==> config.mk <==
export PLATFORM = sky130hd
export DESIGN_NAME = cdb_arbiter
export DESIGN_NICKNAME = d
export VERILOG_FILES = /design/src/rtl/cdb_arbiter.sv
export SDC_FILE = /design/constraint.sdc
export NUM_CORES = 1
export LEC_CHECK = 0
export CORE_MARGIN = 2
export CORE_UTILIZATION = 45
export DETAILED_ROUTE_END_ITERATION = 8
export PLACE_DENSITY = 0.73
export RECOVER_POWER = 25
export SLEW_MARGIN = 0
export SYNTH_ARGS = -nofsm -noshare
export SYNTH_HDL_FRONTEND = slang
export SYNTH_SLANG_ARGS = --single-unit
==> constraint.sdc <==
create_clock -name clock -period 5.9 [get_ports clock]
set_input_delay 1.18 -clock clock [delete_from_list [all_inputs] [get_ports clock]]
set_output_delay 1.18 -clock clock [all_outputs]
set_load 0.02 [all_outputs]
==> src/rtl/cdb_arbiter.sv <==
// cdb_arbiter: round-robin CDB scheduler with a one-entry holding buffer per FU; broadcast 2 cycles after accept, ready = !full || grant.
// Build option CDB_ARB_FIXED_PRIO_EN pins the scan start to entry 0 (fixed priority, lowest index wins).
module cdb_arbiter #(
  parameter int NUM_REQ = 6,
  parameter int TAG_W   = 5,
  parameter int DATA_W  = 32
) (
  input  logic                      clock,
  input  logic                      reset_n,
  input  logic                      squash,
  input  logic [NUM_REQ-1:0]        req_valid,
  input  logic [NUM_REQ*TAG_W-1:0]  req_tag,
  input  logic [NUM_REQ*DATA_W-1:0] req_data,
  output logic [NUM_REQ-1:0]        req_ready,
  output logic                      cdb_valid,
  output logic [TAG_W-1:0]          cdb_tag,
  output logic [DATA_W-1:0]         cdb_data,
  output logic [NUM_REQ-1:0]        fu_done
);

  localparam int PTR_W = (NUM_REQ > 1) ? $clog2(NUM_REQ) : 1;

  logic [NUM_REQ-1:0] full_q, full_d;
  logic [TAG_W-1:0]   tag_q  [NUM_REQ];
  logic [TAG_W-1:0]   tag_d  [NUM_REQ];
  logic [DATA_W-1:0]  data_q [NUM_REQ];
  logic [DATA_W-1:0]  data_d [NUM_REQ];
  logic [PTR_W-1:0]   ptr_q, ptr_d;

  logic               cdb_valid_q, cdb_valid_d;
  logic [TAG_W-1:0]   cdb_tag_q, cdb_tag_d;
  logic [DATA_W-1:0]  cdb_data_q, cdb_data_d;
  logic [NUM_REQ-1:0] fu_done_q, fu_done_d;

  logic [NUM_REQ-1:0] grant;
  logic [NUM_REQ-1:0] accept;
  logic [PTR_W-1:0]   gidx;
  logic               found;
  logic [PTR_W:0]     scan;

  // Rotating scan from ptr_q; only buffered results compete, never the live inputs.
  always_comb begin
    grant = '0;
    gidx  = '0;
    found = 1'b0;
    scan  = '0;
    for (int i = 0; i < NUM_REQ; i++) begin
      scan = {1'b0, ptr_q} + (PTR_W+1)'(i);
      if (scan >= (PTR_W+1)'(NUM_REQ)) begin
        scan = scan - (PTR_W+1)'(NUM_REQ);
      end
      if (!found && full_q[scan[PTR_W-1:0]]) begin
        found                    = 1'b1;
        grant[scan[PTR_W-1:0]]   = 1'b1;
        gidx                     = scan[PTR_W-1:0];
      end
    end
  end

  assign req_ready = ~full_q | grant;
  assign accept    = req_valid & req_ready;

  always_comb begin
    full_d      = full_q;
    tag_d       = tag_q;
    data_d      = data_q;
    ptr_d       = ptr_q;
    cdb_valid_d = 1'b0;
    cdb_tag_d   = '0;
    cdb_data_d  = '0;
    fu_done_d   = '0;
    if (squash) begin
      full_d = '0;
    end else begin
      // A granted buffer that is refilled at the same edge stays full.
      full_d = (full_q & ~grant) | accept;
      for (int k = 0; k < NUM_REQ; k++) begin
        if (accept[k]) begin
          tag_d[k]  = req_tag[k*TAG_W +: TAG_W];
          data_d[k] = req_data[k*DATA_W +: DATA_W];
        end
      end
      if (found) begin
        cdb_valid_d = 1'b1;
        cdb_tag_d   = tag_q[gidx];
        cdb_data_d  = data_q[gidx];
        fu_done_d   = grant;
`ifdef CDB_ARB_FIXED_PRIO_EN
        ptr_d       = '0;
`else
        ptr_d       = (gidx == PTR_W'(NUM_REQ-1)) ? '0 : gidx + 1'b1;
`endif
      end
    end
  end

  always_ff @(posedge clock or negedge reset_n) begin
    if (!reset_n) begin
      full_q      <= '0;
      ptr_q       <= '0;
      cdb_valid_q <= 1'b0;
      cdb_tag_q   <= '0;
      cdb_data_q  <= '0;
      fu_done_q   <= '0;
      for (int k = 0; k < NUM_REQ; k++) begin
        tag_q[k]  <= '0;
        data_q[k] <= '0;
      end
    end else begin
      full_q      <= full_d;
      ptr_q       <= ptr_d;
      cdb_valid_q <= cdb_valid_d;
      cdb_tag_q   <= cdb_tag_d;
      cdb_data_q  <= cdb_data_d;
      fu_done_q   <= fu_done_d;
      for (int k = 0; k < NUM_REQ; k++) begin
        tag_q[k]  <= tag_d[k];
        data_q[k] <= data_d[k];
      end
    end
  end

  assign cdb_valid = cdb_valid_q;
  assign cdb_tag   = cdb_tag_q;
  assign cdb_data  = cdb_data_q;
  assign fu_done   = fu_done_q;

endmodule

==> flow_summary.ini, run 1 <==
[run_status]
status = complete, but fails checks
violations = capacitance limit, slew limit

[sta]
tns_ns = 0
finalSetupViolations = 0
worstMarginPinSlew_ns = 2.589
finalClockSkew_ns = 0.02108
rsz0062_at_grt = false
fin_crit_sh = 0.9606
holdWs_ns = 0.5023
min_period_ns = 5.668
fmax_mhz = 176.4
finalWorstSetupSlack_ns = 0.2323
slew_viol_final = 223
relSlewSlack = -0.7260
hold_viol = 0

[hold_path]
whs_endpoint = data_q[148]
hold_path_class = reg -> reg
hold_path.startpoint = data_q[148]
hold_path_depth = 1

[synthesis]
ys.flop_type = dfrtp_1
ys_types = 67
seq_area_frac_synth = 0.5427
muxShareOfSynthArea = 0.2444
yosysWarnings = 0
synth_compound_area_frac = 0.1085
synth_enable_flop_cells = 0
synthesis.area_um2 = 12680
synth_area_per_cell_um2 = 13.02
synth_top_area_cell = dfrtp_1
synth_top_family_by_area = multiplexers
ys_seq_elements = 275
synth-simple-area-share = 0.06148
postSynthCellCount = 974
syn_nets = 1211
synthAdderAreaFrac = 0.005921
async_reset_ff_frac = 1.000
synth_top_cell_area_share = 0.5427
synth_area_leaders = dfrtp_1 54%, mux2_2 17%, mux2_4 3.6%
synthXorXnorAreaFrac = 0.004046

[die]
dieArea_um2 = 29540
rows = 61
initial_utilization = 0.4564
dieHeight_um = 171.9
io_pins = 281
die_w_um = 171.9
core_area_um2 = 27780

[setup_path]
reg2reg_depth = 12
rrSetupSlack_ns = 0.96
reg2reg_to = cdb_tag[1]
crit_arrival_ns = 4.49
r2r_start = ptr_q[0]
path_max_fanout = 33
crit_type = reg -> out
endpoint_kind = output pin
required_ns = 4.72
crit_path_start_kind = flop

[pwr]
internal-power_mw = 6.738
p_leak_nw = 7.114
clockPowerShare = 0.159
swShare = 0.4412
sequentialPowerShare = 0.272
pwr-share-comb = 0.569
switchingPower_mw = 5.319
vdd_drop_max_mv = 0.5165
power_density_nw_per_um2 = 713.3

[clock_tree]
cts-root-buf = clkbuf_16
post_cts_buffers = 0
cts-buffers-inserted = 31
clk_path_buf_depth = 3
htree_levels = 1
clock-sinks = 275
clk_pin_slew_ns = 0.06
clock_latency_ns = 0.57
cts_tree = built

[placed_design]
dp_slack_ns = 0.7240
io_buffers = 280
finalWeightedCongestion = 0.9356
hpwl_um = 27440

[detailed_routing]
drtPass1Iterations = 4
totalWireLength_um = 38940
vias = 9251
drtAntennaViolNets = 0
drcViolationCount = 0
viasPerCell = 5.610
wl_per_cell_um = 23.61
drt_iter0_drc = 703

[cells_and_area]
drive_above_1_share = 0.2601
fin_nets = 1479
fillers = 2260
area_growth_pct = 33.29

[grt]
grt_pass1_vias = 9685
grt_usage = 0.2627
gr-total-overflow = 0
grt_max_degree = 116
grt_pass1_wl_um = 58040
grt_antenna_before_repair = 6

[job]
max_cap_viol_count = 2
==> cells by family (layout without fill, tap and decap cells) <==
| family | after synthesis | after routing |
|---|---|---|
| AOI/OAI and AO/OA | 179 | 179 |
| xor gates and xnor gates | 5 | 5 |
| buffers and inverters | 79 | 370 |
| other | 0 | 6 |
| DFF | 275 | 275 |
| adders and majority gates | 6 | 6 |
| muxes | 270 | 270 |
| and+or+nand+nor | 160 | 160 |
==> area by class of cell <==
type	instances	area (um2)	share of cell area
clock inverter	11	101.3	0.005996
tap	378	473.0	0.02798
clock buffer	45	928.4	0.05493
inverter	10	37.54	0.002221
antenna	6	15.01	0.0008884
multi-input combinational	620	5473	0.3238
timing repair buffer	304	2990	0.1769
sequential	275	6883	0.4072
==> metrics by stage <==
step                      total power, mW  instance area [um2]  std cells  utilization
after floorplan                     7.695                12680        974            -
after global placement              9.959                15840       1587       0.5700
after detailed placement            10.05                15840       1587       0.5700
after CTS                           12.03                16860       1643       0.6071
after global routing                12.76                16900       1648       0.6083
final                               12.06                16900       1649       0.6084
==> flip-flops by register name, indices dropped and copies added, names as in the netlist <==
register and flops:
tag_q 30, fu_done 6, full_q 6, cdb_tag 5
cdb_valid 1, data_q 192, cdb_data 32, ptr_q 3
==> worst max path at each step <==
stage / startpoint / endpoint / slack [ns] / cells past startpoint
after floorplan: ptr_q[0] / req_ready[5] / 0.66 / 17
after global placement: ptr_q[1] / req_ready[1] / 0.72 / 10
after global routing: ptr_q[1] / req_ready[1] / 0.03 / 9
after CTS: ptr_q[1] / req_ready[1] / 0.08 / 10
final: ptr_q[0] / req_ready[5] / 0.23 / 11
after detailed placement: ptr_q[1] / req_ready[1] / 0.72 / 10
==> power by group through the flow <==
stage / logic (mW) / registers (mW) / clock network (mW)
floorplan: 4.45 / 3.25 / 0
global placement: 6.71 / 3.25 / 0
detailed placement: 6.77 / 3.28 / 0
CTS: 6.81 / 3.26 / 1.96
global route: 7.36 / 3.38 / 2.03
finish: 6.87 / 3.27 / 1.92
==> layout by cell type (no fill, tap or decap), drive strengths merged, types with 13 or more instances in the layout <==
cell           instances
mux2                 227
a211oi                13
buf                   23
clkbuf                47
dfrtp                275
a311oi                13
o211ai                13
and3                  15
o22a                  13
o221ai                35
clkdlybuf4s50        279
nand2                 67
mux2i                 43
nor2                  30
a21oi                 20
o21ai                 18
==> synthesized netlist by cell type, types with 5 or more instances <==
| cell | count |
|---|---|
| a211oi_1 | 13 |
| a21o_1 | 5 |
| a21oi_1 | 19 |
| a221o_1 | 11 |
| a311oi_1 | 13 |
| a31oi_1 | 6 |
| and3_1 | 15 |
| buf_2 | 24 |
| buf_4 | 14 |
| buf_6 | 5 |
| clkbuf_1 | 23 |
| dfrtp_1 | 275 |
| ha_1 | 6 |
| inv_1 | 8 |
| mux2_2 | 197 |
| mux2_4 | 30 |
| mux2i_1 | 43 |
| nand2_1 | 66 |
| nand2b_1 | 8 |
| nand3_1 | 6 |
| nor2_1 | 30 |
| nor3_1 | 9 |
| o211ai_1 | 13 |
| o21ai_0 | 16 |
| o221ai_1 | 35 |
| o22a_1 | 13 |
==> per-layer routing <==
layer  up-vias  part of all wire  global-route usage
met3        62             0.056             0.05379
met1      4753              0.44              0.3585
met4         2             0.025             0.07271
met2       278              0.48              0.4283
met5         -           0.00033                   0
li1       4156                 -                   -
==> what timing repair did <==
item                       in CTS  in global routing
setup endpoints to repair       0                  6
hold buffers                    0                  0
resized for setup               0                 11
==> worst max-delay path, cell delays in order (launching register included) <==
cell and delay [ns]:
dfrtp_1 0.41, buf_4 0.42, mux2i_2 0.48, mux2i_1 0.14
a311o_1 0.39, a21o_1 0.24, nor4_4 0.54, a31oi_1 0.20
a32oi_4 0.30, nand2_2 0.09, nand2_1 0.09, clkdlybuf4s50_1 0.60
(Power assumes the default switching activity.)
==> run 2: changes to the inputs <==
--- a/config.mk
+++ b/config.mk
@@ -7,6 +7,7 @@
 export LEC_CHECK = 0
 export CORE_MARGIN = 2
 export CORE_UTILIZATION = 45
+export CTS_CLUSTER_DIAMETER = 100
 export DETAILED_ROUTE_END_ITERATION = 8
 export PLACE_DENSITY = 0.73
 export RECOVER_POWER = 25
==> results of run 2 <==
The final DEF is identical to that of run 1; final timing and power are the same.
==> run 3: changes to the inputs <==
--- a/config.mk
+++ b/config.mk
@@ -11,6 +11,7 @@
 export DETAILED_ROUTE_END_ITERATION = 8
 export PLACE_DENSITY = 0.73
 export RECOVER_POWER = 25
+export SKIP_CTS_REPAIR_TIMING = 1
 export SLEW_MARGIN = 0
 export SYNTH_ARGS = -nofsm -noshare
 export SYNTH_HDL_FRONTEND = slang
==> results of run 3 <==
The final DEF is identical to that of run 1; final timing and power are the same.
